### config.mk
export PLATFORM = sky130hd
export DESIGN_NAME = gem_tx_frame_sched
export DESIGN_NICKNAME = d
export VERILOG_FILES = /design/src/rtl/gem_ext_fifo_pkg.sv /design/src/rtl/gem_rr_arbiter.sv /design/src/rtl/gem_tx_frame_sched.sv
export SDC_FILE = /design/constraint.sdc
export NUM_CORES = 1
export LEC_CHECK = 0
export BUFFER_PORTS_ARGS = -buffer_cell sky130_fd_sc_hd__buf_2
export CORE_ASPECT_RATIO = 0.9
export CORE_MARGIN = 3
export CORE_UTILIZATION = 51
export CTS_CLUSTER_DIAMETER = 120
export DETAILED_ROUTE_END_ITERATION = 12
export GPL_ROUTABILITY_DRIVEN = 0
export HOLD_SLACK_MARGIN = 0.02
export PLACE_DENSITY_LB_ADDON = 0.08
export SLEW_MARGIN = 0
export SYNTH_ARGS = -nofsm -noshare
export SYNTH_HDL_FRONTEND = slang
export SYNTH_SLANG_ARGS = --single-unit
### constraint.sdc
create_clock -name clk -period 3.68 [get_ports clk]
set_input_delay 0.736 -clock clk [delete_from_list [all_inputs] [get_ports clk]]
set_output_delay 0.736 -clock clk [all_outputs]
set_load 0.005 [all_outputs]
### src/rtl/gem_ext_fifo_pkg.sv
// Shared definitions for the GEM external-FIFO TX frame scheduler.
//   GEM_DATA_W    byte width of the AXI-Stream data path
//   SRC_IDX_W     width of a source index (covers up to 8 sources)
//   sched_state_t scheduler FSM states
package gem_ext_fifo_pkg;

    localparam int GEM_DATA_W = 8;
    localparam int SRC_IDX_W  = 3;

    typedef enum logic [1:0] {
        IDLE  = 2'd0,
        GRANT = 2'd1,
        PASS  = 2'd2
    } sched_state_t;

endpackage

### src/rtl/gem_rr_arbiter.sv
// Combinational round-robin pick: the first asserted request strictly after
// ptr, wrapping around, so the source at ptr itself is considered last.
//   req      in   NUM_SRC     request vector
//   ptr      in   SRC_IDX_W   last winner (always < NUM_SRC)
//   gnt      out  NUM_SRC     one-hot grant (all zero when no request)
//   gnt_idx  out  SRC_IDX_W   index of the granted request
//   gnt_vld  out  1           some request was granted
module gem_rr_arbiter
    import gem_ext_fifo_pkg::*;
#(
    parameter int NUM_SRC = 4
) (
    input  logic [NUM_SRC-1:0]   req,
    input  logic [SRC_IDX_W-1:0] ptr,
    output logic [NUM_SRC-1:0]   gnt,
    output logic [SRC_IDX_W-1:0] gnt_idx,
    output logic                 gnt_vld
);

    always_comb begin
        int cand;
        cand    = 0;
        gnt     = '0;
        gnt_idx = '0;
        gnt_vld = 1'b0;
        for (int i = 1; i <= NUM_SRC; i++) begin
            // ptr < NUM_SRC, so a single wrap subtraction is enough
            cand = int'(ptr) + i;
            if (cand >= NUM_SRC) begin
                cand = cand - NUM_SRC;
            end
            if (!gnt_vld && req[cand]) begin
                gnt[cand] = 1'b1;
                gnt_idx   = SRC_IDX_W'(cand);
                gnt_vld   = 1'b1;
            end
        end
    end

endmodule

### src/rtl/gem_tx_frame_sched.sv
// Frame-granular round-robin scheduler feeding the GEM TX frame FIFO from
// NUM_SRC byte-wide AXI-Stream sources. Whole frames are forwarded; the number
// of frames forwarded but not yet completed by GEM is capped at MAX_INFLIGHT,
// with GEM DMA TX end toggles returning credits.
//   clk, rstn          clock, async active-low reset
//   s_axis_*           per-source stream inputs, tready per source
//   m_axis_*           stream to the TX frame FIFO
//   tx_end_tog         each change = one frame completed by GEM
//   tx_status_tog      each change = gem_status valid
//   gem_status         nonzero = errored frame
//   grant_id           current / last granted source
//   inflight           frames forwarded, not yet completed
//   err_cnt            saturating errored-frame count
//   credit_err         sticky: completion seen with nothing in flight
//
// state | meaning
// IDLE  | waiting for a valid source and a free credit
// GRANT | latch the round-robin winner into grant_id
// PASS  | winner's frame passes through combinationally until tlast
module gem_tx_frame_sched
    import gem_ext_fifo_pkg::*;
#(
    parameter int NUM_SRC      = 4,
    parameter int MAX_INFLIGHT = 4,
    parameter int CNT_W        = 16
) (
    input  logic                            clk,
    input  logic                            rstn,
    input  logic [GEM_DATA_W*NUM_SRC-1:0]   s_axis_tdata,
    input  logic [NUM_SRC-1:0]              s_axis_tvalid,
    input  logic [NUM_SRC-1:0]              s_axis_tlast,
    input  logic [NUM_SRC-1:0]              s_axis_tuser,
    output logic [NUM_SRC-1:0]              s_axis_tready,
    output logic [GEM_DATA_W-1:0]           m_axis_tdata,
    output logic                            m_axis_tvalid,
    output logic                            m_axis_tlast,
    output logic                            m_axis_tuser,
    input  logic                            m_axis_tready,
    input  logic                            tx_end_tog,
    input  logic                            tx_status_tog,
    input  logic [3:0]                      gem_status,
    output logic [SRC_IDX_W-1:0]            grant_id,
    output logic [3:0]                      inflight,
    output logic [CNT_W-1:0]                err_cnt,
    output logic                            credit_err
);

    localparam logic [3:0] MAX_INF = 4'(MAX_INFLIGHT);

    sched_state_t          state, state_nxt;
    logic [SRC_IDX_W-1:0]  rr_ptr;
    logic [NUM_SRC-1:0]    grant_oh;
    logic [NUM_SRC-1:0]    arb_gnt;
    logic [SRC_IDX_W-1:0]  arb_idx;
    logic                  arb_vld;
    logic [GEM_DATA_W-1:0] sel_data;
    logic                  sel_valid, sel_last, sel_user;
    logic                  frame_end;
    logic                  end_tog_q, status_tog_q, tog_armed;
    logic                  end_edge, status_edge;

    gem_rr_arbiter #(
        .NUM_SRC (NUM_SRC)
    ) u_arb (
        .req     (s_axis_tvalid),
        .ptr     (rr_ptr),
        .gnt     (arb_gnt),
        .gnt_idx (arb_idx),
        .gnt_vld (arb_vld)
    );

    // one-hot mux keyed by the registered grant
    always_comb begin
        sel_data  = '0;
        sel_valid = 1'b0;
        sel_last  = 1'b0;
        sel_user  = 1'b0;
        for (int i = 0; i < NUM_SRC; i++) begin
            if (grant_oh[i]) begin
                sel_data  = sel_data | s_axis_tdata[GEM_DATA_W*i +: GEM_DATA_W];
                sel_valid = sel_valid | s_axis_tvalid[i];
                sel_last  = sel_last | s_axis_tlast[i];
                sel_user  = sel_user | s_axis_tuser[i];
            end
        end
    end

    always_comb begin
        state_nxt     = state;
        m_axis_tdata  = '0;
        m_axis_tvalid = 1'b0;
        m_axis_tlast  = 1'b0;
        m_axis_tuser  = 1'b0;
        s_axis_tready = '0;
        frame_end     = 1'b0;
        case (state)
            IDLE: begin
                if ((|s_axis_tvalid) && (inflight < MAX_INF)) begin
                    state_nxt = GRANT;
                end
            end
            GRANT: begin
                // a source that withdrew valid before the grant leaves nothing to pass
                state_nxt = arb_vld ? PASS : IDLE;
            end
            PASS: begin
                m_axis_tdata  = sel_data;
                m_axis_tvalid = sel_valid;
                m_axis_tlast  = sel_last;
                m_axis_tuser  = sel_user;
                for (int i = 0; i < NUM_SRC; i++) begin
                    s_axis_tready[i] = grant_oh[i] & m_axis_tready;
                end
                frame_end = sel_valid & sel_last & m_axis_tready;
                if (frame_end) begin
                    state_nxt = IDLE;
                end
            end
            default: state_nxt = IDLE;
        endcase
    end

    always_ff @(posedge clk or negedge rstn) begin
        if (!rstn) begin
            state    <= IDLE;
            grant_id <= '0;
            grant_oh <= '0;
            rr_ptr   <= SRC_IDX_W'(NUM_SRC - 1);
        end else begin
            state <= state_nxt;
            if ((state == GRANT) && arb_vld) begin
                grant_id <= arb_idx;
                grant_oh <= arb_gnt;
            end
            if (frame_end) begin
                rr_ptr <= grant_id;
            end
        end
    end

    // toggle detectors stay unarmed for one cycle so a level present at
    // reset release is not mistaken for an edge
    always_ff @(posedge clk or negedge rstn) begin
        if (!rstn) begin
            end_tog_q    <= 1'b0;
            status_tog_q <= 1'b0;
            tog_armed    <= 1'b0;
        end else begin
            end_tog_q    <= tx_end_tog;
            status_tog_q <= tx_status_tog;
            tog_armed    <= 1'b1;
        end
    end

    assign end_edge    = tog_armed & (tx_end_tog ^ end_tog_q);
    assign status_edge = tog_armed & (tx_status_tog ^ status_tog_q);

    always_ff @(posedge clk or negedge rstn) begin
        if (!rstn) begin
            inflight   <= '0;
            credit_err <= 1'b0;
        end else begin
            if (end_edge && (inflight == 4'd0)) begin
                credit_err <= 1'b1;
            end
            if (frame_end && !end_edge) begin
                if (inflight < MAX_INF) begin
                    inflight <= inflight + 4'd1;
                end
            end else if (end_edge && !frame_end) begin
                if (inflight != 4'd0) begin
                    inflight <= inflight - 4'd1;
                end
            end
        end
    end

    always_ff @(posedge clk or negedge rstn) begin
        if (!rstn) begin
            err_cnt <= '0;
        end else if (status_edge && (gem_status != 4'd0) && (err_cnt != '1)) begin
            err_cnt <= err_cnt + CNT_W'(1);
        end
    end

endmodule

==> results of run 1 <==
power breakdown:
| part | internal, W | switching, W | leakage, nW |
|---|---|---|---|
| clock | 0.000201 | 0.000136 | 0.0552 |
| combinational | 0.000626 | 0.000743 | 1.02 |
| sequential | 0.000526 | 0.000197 | 0.444 |
| total | 0.00135 | 0.00108 | 1.52 |
metrics by stage:
stage                     std cells  area [sq um]
after floorplan                 265          2650
after global placement          407          3130
after detailed placement        407          3130
after CTS                       415          3240
after global routing            415          3240
final                           415          3240
synth_stat cells, types with 8 or more instances:
library cell and number:
a21oi_1 16, a22oi_1 20, and3_1 10, buf_2 8, clkbuf_1 8, dfrtp_1 34, ha_1 17, nand2_1 10
nand3_1 14, nand4_1 9, nor2_1 13, xnor2_1 17
critical path, stage by stage, from the launching register on:
cell and delay, ns:
dfstp_2 0.53, inv_1 0.12, ha_1 0.56, mux4_2 0.42, nor4_4 0.09, nor3b_2 0.95, nor2_1 0.15, a41oi_2 0.21
sequential cells by signal, indices dropped and copies added (netlist names):
signal / flops
credit_err: 1
end_tog_q: 1
err_cnt: 16
grant_id: 3
grant_oh: 4
inflight: 4
rr_ptr: 3
state: 2
status_tog_q: 1
tog_armed: 1
cell type report:
class	count	area [sq um]	share of cell area [%]
multi-input combinational	206	1640	50.7
sequential	36	903	27.9
timing repair buffer	95	485	15.0
tap	65	81.3	2.51
clock buffer	6	72.6	2.24
clock inverter	2	35.0	1.08
inverter	5	18.8	0.580
path summary, 6_finish.rpt:
kind / cells after the start / slack, ns / endpoint / start
max in group asynchronous: 1 / 2.63 / inflight[0]$_DFFE_PN0P_ / rstn
min in group asynchronous: 1 / 0.53 / err_cnt[7]$_DFFE_PN0P_ / rstn
hold / removal: 1 / 0.49 / credit_err$_DFFE_PN0P_ / credit_err$_DFFE_PN0P_
setup reg to reg: 7 / 0.55 / grant_oh[2]$_DFFE_PN0P_ / rr_ptr[1]$_DFFE_PN1P_
hold reg to reg: 1 / 0.49 / credit_err$_DFFE_PN0P_ / credit_err$_DFFE_PN0P_
setup / recovery: 7 / 0.55 / grant_oh[2]$_DFFE_PN0P_ / rr_ptr[1]$_DFFE_PN1P_
layer usage:
| metal | share of wire [%] | GRT usage, % | wire [um] | vias to the layer above |
|---|---|---|---|---|
| met5 | 0 | 0 | 0 | - |
| met3 | 6.1 | 4.00 | 394 | 10 |
| met4 | 1.3 | 4.80 | 85 | 0 |
| met2 | 49 | 34.0 | 3140 | 79 |
| li1 | - | - | - | 1162 |
| met1 | 44 | 29.3 | 2820 | 1105 |
logic make-up after synthesis:
kind of cell | count (synthesis)
adders and majority gates | 18
DFF | 36
AOI/OAI and AO/OA | 68
buffers and inverters | 23
xor gates and xnor gates | 21
muxes | 14
and+or+nand+nor | 84
other | 1
==> out/results.txt, run 1 <==
Status - finished, final reports clean
EDFF count, synth - 0
Post-synthesis mux area share - 7.64%
Synth area leaders - dfrtp_1 (32%), ha_1 (8.0%), a22oi_1 (5.7%)
Required time of the critical path - 3.88 ns
Cells after synthesis - 265
Lkg Pwr - 1.52 nW
Max-Cap Viols - 0
Post-synthesis register bit count - 36
Final period util - 85.0%
Ant diodes - 0
Setup-failing EPs final - 0
Post-synthesis sequential area ratio - 34.0%
DRT Pass-1 Iters - 4
Vias per std cell - 5.68
Fraction of layout cells with a size suffix above 1 - 37.4%
Die Area - 6110 sq um
CP Launch Type - flip-flop
Number of warnings issued by yosys - 0
Worst min-delay path category - reg2reg
Synthesized area per cell - 10.0 sq um
Synth Net Count - 336
Vias - 2356
FFs w/ async S/R, synth - 100%
Max Clk Rate - 320 MHz
Netlist cell types - 56
Tmin final - 3.13 ns
First-pass GRT wire length - 9990 um
RSZ-0062 raised after global routing - false
Final Hold Fails - 0
Syn Std Cell Area - 2650 sq um
Clock Skew - 0.00805 ns
Drt total wl - 6430 um
Worst-margin pin slew - 1.20 ns
CTS Root Cell - clkbuf_8
Starting Density - 53.9%
Fin nets - 420
Clk buf depth - 2
Wirelength per Cell - 15.5 um
ANT nets after route - 0
Io pins - 92
Most frequent cells in the layout - buf_2 (91), dfrtp_1 (34), a22oi_1 (20), xnor2_1 (17), ha_1 (17)
GRT Util Overall - 21.0%
Top-area cell type share of the netlist area - 32.1%
Fin. max-slew vios - 0
Post_cts resized - 0
Setup slack after placement - 0.504 ns
P&R area growth vs syn - 21.9%
Gr ovfl total - 0
Clk slew on worst S/H paths - 0.07 ns
Slew headroom - 19.6%
Post-synthesis xor/xnor area fraction - 6.93%
Core region area - 4920 sq um
Largest area contributor in the netlist - dfrtp_1
H-tree levels - 2
Crit-path max FO - 15
Largest family of logic cells by synthesized area - compound AO/OA/AOI/OAI gates
Post-CTS Setup Bufs - 0
CTS tree - done
Clock Latency Late Sink - 0.28 ns
Hold slack - 0.491 ns
Setup crit end kind - flip-flop
DR DRC count - 0
Total power - 0.00243 W
Crit Path Category - reg2reg
Rows - 24
DR iter-0 viols - 155
Die width - 82.0 um
Maximum vdd drop - 451 uV
Final WS setup - 0.553 ns
Num Clock Sinks - 36
Simple-gate share of the synthesized area - 18.6%
PortBufs - 91
Die H - 74.4 um
# fillers - 432
Post-DP HPWL - 4750 um
Top_reg_cell synth - dfrtp_1
# hold bufs at CTS - 0
Setup tns final - 0 ns
Largest net degree at the start of global routing - 37
Post-synthesis compound-gate area fraction - 19.7%
Synthesized-area fraction occupied by adder cells - 8.77%
Num CTS Buffers - 5
Commonest non-fill, non-tap cell in the layout - buf_2
Worst EP arrival - 3.33 ns
Final core utilization - 65.7%
Vias in the first global route - 2040
Initial antenna violation count - 0
Power Density - 751 nW/um^2
Power figures use the tool's default switching activity.
==> run 2, diff against run 1 <==
--- a/config.mk
+++ b/config.mk
@@ -5,10 +5,11 @@
 export SDC_FILE = /design/constraint.sdc
 export NUM_CORES = 1
 export LEC_CHECK = 0
+export ABC_AREA = 1
 export BUFFER_PORTS_ARGS = -buffer_cell sky130_fd_sc_hd__buf_2
 export CORE_ASPECT_RATIO = 0.9
 export CORE_MARGIN = 3
-export CORE_UTILIZATION = 51
+export CORE_UTILIZATION = 52
 export CTS_CLUSTER_DIAMETER = 120
 export DETAILED_ROUTE_END_ITERATION = 12
 export GPL_ROUTABILITY_DRIVEN = 0
==> constraint.sdc (replaced) <==
create_clock -name clk -period 3.2 [get_ports clk]
set_input_delay 0.64 -clock clk [delete_from_list [all_inputs] [get_ports clk]]
set_output_delay 0.64 -clock clk [all_outputs]
set_load 0.005 [all_outputs]
==> out/results.txt, run 2 <==
Status - finished, final reports clean
FFs w/ async S/R, synth - 100%
Rows - 25
Commonest non-fill, non-tap cell in the layout - buf_2
Die Area - 6470 sq um
Flop pwr share - 31.2%
Synthesized area per cell - 7.61 sq um
Max Clk Rate - 356 MHz
Clk network pwr share - 11.2%
Clock Latency Late Sink - 0.29 ns
Combinational Power Share - 57.6%
CP Launch Type - flip-flop
Tmin final - 2.81 ns
Post_cts resized - 0
RSZ-0062 raised after global routing - false
Wirelength per Cell - 12.7 um
GR peak layer - met2
Clock Skew - 0.00612 ns
CTS tree - done
Post-synthesis register bit count - 36
Max-Cap Viols - 0
DR iter-0 viols - 142
Core region area - 5320 sq um
Syn Std Cell Area - 2880 sq um
Pint - 0.00142 W
# hold bufs at CTS - 0
First-pass GRT wire length - 11500 um
Die H - 76.6 um
Num CTS Buffers - 5
Num Clock Sinks - 36
Total power - 0.00281 W
Initial antenna violation count - 0
Vias - 2779
GRT Util Overall - 21.5%
H-tree levels - 2
Post-DP HPWL - 5350 um
Clk slew on worst S/H paths - 0.08 ns
Ant diodes - 0
DR DRC count - 0
Top cells by count, synth - nand2_1 (87), nor2_1 (58), dfrtp_1 (34)
Number of warnings issued by yosys - 0
Top Registers - err_cnt: 16 flops, grant_oh: 4 flops, inflight: 4 flops
Gr ovfl total - 0
Largest net degree at the start of global routing - 37
M1 GR Usage - 29.2%
CP Cell Sequence - inv_1 -> o21ai_1 -> a221oi_1 -> nor2_1 -> nand2_1 -> inv_1 -> ha_1 -> inv_1 -> ha_1 -> nand2_1 -> nand2_1 -> a21oi_1 -> or2_2 -> nand3_1 -> xnor2_1
Worst-margin pin slew - 1.16 ns
Crit-path leading delay family - simple AND/OR/NAND/NOR gates
Met3 Use GR - 3.14%
Setup tns final - 0 ns
Post-synthesis sequential area ratio - 31.3%
Setup crit end kind - flip-flop
Crit-path max FO - 12
Top_reg_cell synth - dfrtp_1
Max reg flops - 16
P&R area growth vs syn - 19.7%
Fin nets - 539
PortBufs - 91
Worst min-delay path category - in2async
Die width - 84.5 um
Required time of the critical path - 3.42 ns
Slew headroom - 21.9%
Slowest stage delay, CP - 0.56 ns
Synth area leaders - dfrtp_1 (30%), nand2_1 (11%), nor2_1 (7.6%)
Largest Register - err_cnt
Sw frac - 49.4%
Fin. max-slew vios - 0
Worst EP arrival - 3.02 ns
Largest area contributor in the netlist - dfrtp_1
Final Hold Fails - 0
Most frequent cells in the layout - buf_2 (91), nand2_1 (87), nor2_1 (58), dfrtp_1 (34), inv_1 (33)
Starting Density - 54.2%
Cells after synthesis - 379
Leading cell type by number of instances after synthesis - nand2_1
CTS Root Cell - clkbuf_8
Top-area cell type share of the netlist area - 29.5%
ANT nets after route - 0
Reported net switching power - 0.00139 W
Grt met2 use - 35.2%
Clk buf depth - 2
Final period util - 87.7%
Netlist cell types - 39
Fraction of layout cells with a size suffix above 1 - 30.5%
Crit-path slowest cell - dfrtp_1
Synth Net Count - 450
Lkg Pwr - 1.82 nW
# fillers - 483
Vias in the first global route - 2550
Setup-failing EPs final - 0
Post-CTS Setup Bufs - 0
Io pins - 92
Vias per std cell - 5.18
EDFF count, synth - 0
DRT Pass-1 Iters - 4
Power Density - 815 nW/um^2
Drt total wl - 6820 um
Crit Path Category - reg2reg
Maximum vdd drop - 520 uV
Buffers and inverters on the worst path - 3
run 2: cell types whose count changed in the layout (fill, tap and decap cells not counted), moves of 7 or more:
cell	change
nand2_1	+77
nor2_1	+45
inv_1	+28
a22oi_1	-20
xnor2_1	-13
xor2_1	+11
and3_1	-10
nand2_2	+10
a221oi_1	+9
nand3_1	+9
a22o_1	+7
run 2: metrics by stage:
stage / utilization (%) / area [sq um] / instances / setup slack [ns] / hold slack, ns
6_report: 64.9 / 3450 / 536 / 0.394 / 0.418
5_1_grt: 64.9 / 3450 / 536 / 0.0501 / 0.473
3_3_place_gp: 63.3 / 3360 / 528 / 0.366 / 0.462
3_5_place_dp: 63.3 / 3360 / 528 / 0.234 / 0.467
4_1_cts: 64.9 / 3450 / 536 / 0.353 / 0.456
2_1_floorplan: - / 2880 / 379 / 0.663 / 0.344
run 2: routing by layer:
metal | wire length, um | vias up
li1 | - | 1421
met1 | 3170 | 1269
met2 | 3140 | 79
met3 | 415 | 10
met4 | 97 | 0
met5 | 0 | -
run 2: path summary, 6_finish.rpt:
| path | from | to | slack [ns] | depth (start not counted) |
|---|---|---|---|---|
| min reg2reg | credit_err$_DFFE_PN0P_ | credit_err$_DFFE_PN0P_ | 0.48 | 1 |
| max in group asynchronous | rstn | err_cnt[14]$_DFFE_PN0P_ | 2.29 | 1 |
| max | grant_oh[2]$_DFFE_PN0P_ | inflight[3]$_DFFE_PN0P_ | 0.39 | 15 |
| max reg2reg | grant_oh[2]$_DFFE_PN0P_ | inflight[3]$_DFFE_PN0P_ | 0.39 | 15 |
| min in group clk | tx_end_tog | end_tog_q$_DFF_PN0_ | 0.48 | 1 |
| min | rstn | err_cnt[10]$_DFFE_PN0P_ | 0.42 | 1 |
run 2: power groups by stage:
stage                     sequential (W)  clock (W)  combinational [W]
after floorplan                 0.000770          0            0.00129
final                           0.000877   0.000314            0.00162
after CTS                       0.000879   0.000325            0.00163
after global placement          0.000882          0            0.00160
after detailed placement        0.000885          0            0.00162
after global routing            0.000913   0.000346            0.00184
run 2: cells by family after synthesis:
logic type | share of synthesized area (%)
xor gates and xnor gates | 5.77
muxes | 0.391
other | 0.130
and+or+nand+nor | 36.2
adders and majority gates | 8.07
DFF | 31.3
buffers and inverters | 7.46
AOI/OAI and AO/OA | 10.6
run 2: layout make-up:
type / instances / area [sq um] / share of cell area, %
inverter: 40 / 158 / 4.57
multi-input combinational: 294 / 1760 / 51.1
clock buffer: 5 / 68.8 / 1.99
sequential: 36 / 903 / 26.2
timing repair buffer: 91 / 455 / 13.2
tap: 67 / 83.8 / 2.43
clock inverter: 3 / 18.8 / 0.544
==> run 3, diff against run 2 <==
--- a/config.mk
+++ b/config.mk
@@ -9,13 +9,13 @@
 export BUFFER_PORTS_ARGS = -buffer_cell sky130_fd_sc_hd__buf_2
 export CORE_ASPECT_RATIO = 0.9
 export CORE_MARGIN = 3
-export CORE_UTILIZATION = 52
-export CTS_CLUSTER_DIAMETER = 120
+export CORE_UTILIZATION = 53
 export DETAILED_ROUTE_END_ITERATION = 12
 export GPL_ROUTABILITY_DRIVEN = 0
 export HOLD_SLACK_MARGIN = 0.02
-export PLACE_DENSITY_LB_ADDON = 0.08
+export PLACE_DENSITY = 0.9
 export SLEW_MARGIN = 0
 export SYNTH_ARGS = -nofsm -noshare
 export SYNTH_HDL_FRONTEND = slang
+export SYNTH_HIERARCHICAL = 1
 export SYNTH_SLANG_ARGS = --single-unit
==> out/results.txt, run 3 <==
DR iter-0 viols - 232
Most frequent cells in the layout - nand2_1 (183), buf_2 (91), nor2_1 (49), inv_1 (45), nand3_1 (35)
Vias - 3272
Worst min-delay path category - in2async
Num CTS Buffers - 5
Vias per std cell - 5.30
Crit Path Category - reg2reg
Largest area contributor in the netlist - dfrtp_1
Drt total wl - 8100 um
Worst-margin pin slew - 0.804 ns
Power Density - 769 nW/um^2
H-tree levels - 2
Post-synthesis register bit count - 36
Leading cell type by number of instances after synthesis - nand2_1
Clk buf depth - 2
Post-CTS Setup Bufs - 0
Worst r2r src - rr_ptr[0]$_DFFE_PN1P_
# hold bufs at CTS - 0
Slew headroom - 46.4%
Netlist cell types - 38
Post-DP HPWL - 6250 um
Post_cts resized - 0
Largest net degree at the start of global routing - 37
Fin. max-slew vios - 0
Setup crit end kind - flip-flop
Synth area leaders - dfrtp_1 (27%), nand2_1 (22%), ha_1 (6.9%)
Syn Std Cell Area - 3100 sq um
P&R area growth vs syn - 18.5%
Cells after synthesis - 460
Top-area cell type share of the netlist area - 27.4%
Clock Skew - 0.00588 ns
Top_reg_cell synth - dfrtp_1
Final Hold Fails - 0
Maximum vdd drop - 548 uV
Crit-path leading delay family - simple AND/OR/NAND/NOR gates
Worst EP arrival - 3.01 ns
Core region area - 5440 sq um
RSZ-0062 raised after global routing - false
Crit path capture - grant_id[2]$_DFFE_PN0P_
Commonest non-fill, non-tap cell in the layout - nand2_1
Fin nets - 620
Top Registers - err_cnt: 16 flops, grant_oh: 4 flops, inflight: 4 flops
Number of warnings issued by yosys - 6
Lkg Pwr - 2.05 nW
Die Area - 6800 sq um
Total power - 0.00283 W
Fraction of layout cells with a size suffix above 1 - 24.0%
GRT Util Overall - 24.6%
Clk slew on worst S/H paths - 0.08 ns
Reg-to-Reg End - grant_id[2]$_DFFE_PN0P_
DRT Pass-1 Iters - 5
Gr ovfl total - 0
Synth Net Count - 531
R2r worst-path depth - 10
Setup tns final - 0 ns
Clock Latency Late Sink - 0.29 ns
Setup-failing EPs final - 0
R2r setup slk - 0.36 ns
Max-Cap Viols - 0
Crit-path slowest cell - dfstp_2
ANT nets after route - 0
Die width - 86.6 um
Max reg flops - 16
Tmin final - 2.84 ns
Slowest stage delay, CP - 0.73 ns
Initial antenna violation count - 0
Required time of the critical path - 3.37 ns
CTS Root Cell - clkbuf_8
CP Depth - 10
DR DRC count - 0
Rows - 25
Starting Density - 57.0%
Buffers and inverters on the worst path - 2
Io pins - 92
Post-synthesis sequential area ratio - 29.1%
Num Clock Sinks - 36
Max Clk Rate - 353 MHz
First-pass GRT wire length - 13800 um
CP Cell Sequence - inv_2 -> ha_1 -> inv_1 -> nand3_4 -> nand2_8 -> nand2_4 -> nor2_8 -> nand2_1 -> nand3_1 -> mux2_2
Ant diodes - 0
CTS tree - done
PortBufs - 91
Vias in the first global route - 3113
EDFF count, synth - 0
Status - finished, final reports clean
# fillers - 488
Largest Register - err_cnt
CP Launch Point - rr_ptr[0]$_DFFE_PN1P_
Synthesized area per cell - 6.74 sq um
Wirelength per Cell - 13.1 um
FFs w/ async S/R, synth - 100%
Top cells by count, synth - nand2_1 (183), nor2_1 (49), inv_1 (45)
CP Launch Type - flip-flop
Final period util - 88.6%
Die H - 78.6 um
Crit-path max FO - 17
## run 3: cell types whose count changed after synthesis, moves of 6 or more
| cell | previous run | this run |
|---|---|---|
| o21ai_0 | 1 | 8 |
| nand2_1 | 87 | 183 |
| nand2_2 | 10 | 3 |
| xor2_1 | 15 | 2 |
| a221oi_1 | 10 | 0 |
| o21ai_2 | 6 | 0 |
| inv_1 | 33 | 45 |
| a22o_1 | 10 | 0 |
| nand3_1 | 23 | 35 |
| nor2_1 | 58 | 49 |
| a41oi_1 | 0 | 9 |
## run 3: logic make-up (layout without fill, tap and decap cells)
family	count (synthesis)	in the layout	synth area share, %
flops	36	36	29.1
buf+inv	59	149	8.03
other cells	1	1	0.121
simple gates	306	306	45.2
fa+ha+maj	18	18	7.51
compound gates	27	27	6.05
mux	3	3	1.09
xor+xnor	10	10	2.83
## run 3: power breakdown
| group | total (W) | internal [W] | switching, W |
|---|---|---|---|
| combinational | 0.00163 | 0.000640 | 0.000992 |
| clock | 0.000341 | 0.000172 | 0.000169 |
| sequential | 0.000853 | 0.000593 | 0.000260 |
## run 3: worst min-delay path by stage
| stage | slack (ns) | cells past startpoint | to | from |
|---|---|---|---|---|
| after floorplan | 0.34 | 0 | credit_err$_DFFE_PN0P_ | rstn |
| after CTS | 0.46 | 1 | err_cnt[1]$_DFFE_PN0P_ | rstn |
| final | 0.43 | 1 | err_cnt[1]$_DFFE_PN0P_ | rstn |
| after global routing | 0.47 | 1 | end_tog_q$_DFF_PN0_ | tx_end_tog |
| after detailed placement | 0.46 | 1 | credit_err$_DFFE_PN0P_ | credit_err$_DFFE_PN0P_ |
| after global placement | 0.48 | 1 | credit_err$_DFFE_PN0P_ | credit_err$_DFFE_PN0P_ |
## run 3: area by class of cell
| class | instances | area [sq um] | area share (%) |
|---|---|---|---|
| flip-flops and latches | 36 | 903 | 24.6 |
| repair buffers | 92 | 463 | 12.6 |
| multi-input cells | 365 | 1950 | 53.0 |
| clock inverters | 2 | 10.0 | 0.272 |
| well taps | 67 | 83.8 | 2.28 |
| inverters | 49 | 184 | 5.01 |
| clock buffers | 6 | 82.6 | 2.25 |
## run 3: routing by layer
| layer | vias to the layer above | GRT usage (%) | part of all wire [%] |
|---|---|---|---|
| met4 | 0 | 8.57 | 2.1 |
| li1 | 1630 | - | - |
| met2 | 114 | 40.0 | 47 |
| met3 | 23 | 4.93 | 6.6 |
| met5 | - | 0 | 0 |
| met1 | 1505 | 32.5 | 44 |
## run 3: through the flow
step	utilization, %	area, sq um	setup slack (ns)	hold slack (ns)	instances
detailed placement	65.8	3580	0.405	0.460	609
global route	67.5	3670	0.223	0.475	617
finish	67.5	3670	0.363	0.431	617
floorplan	-	3100	0.754	0.344	460
global placement	65.8	3580	0.512	0.477	609
CTS	67.5	3670	0.400	0.457	617
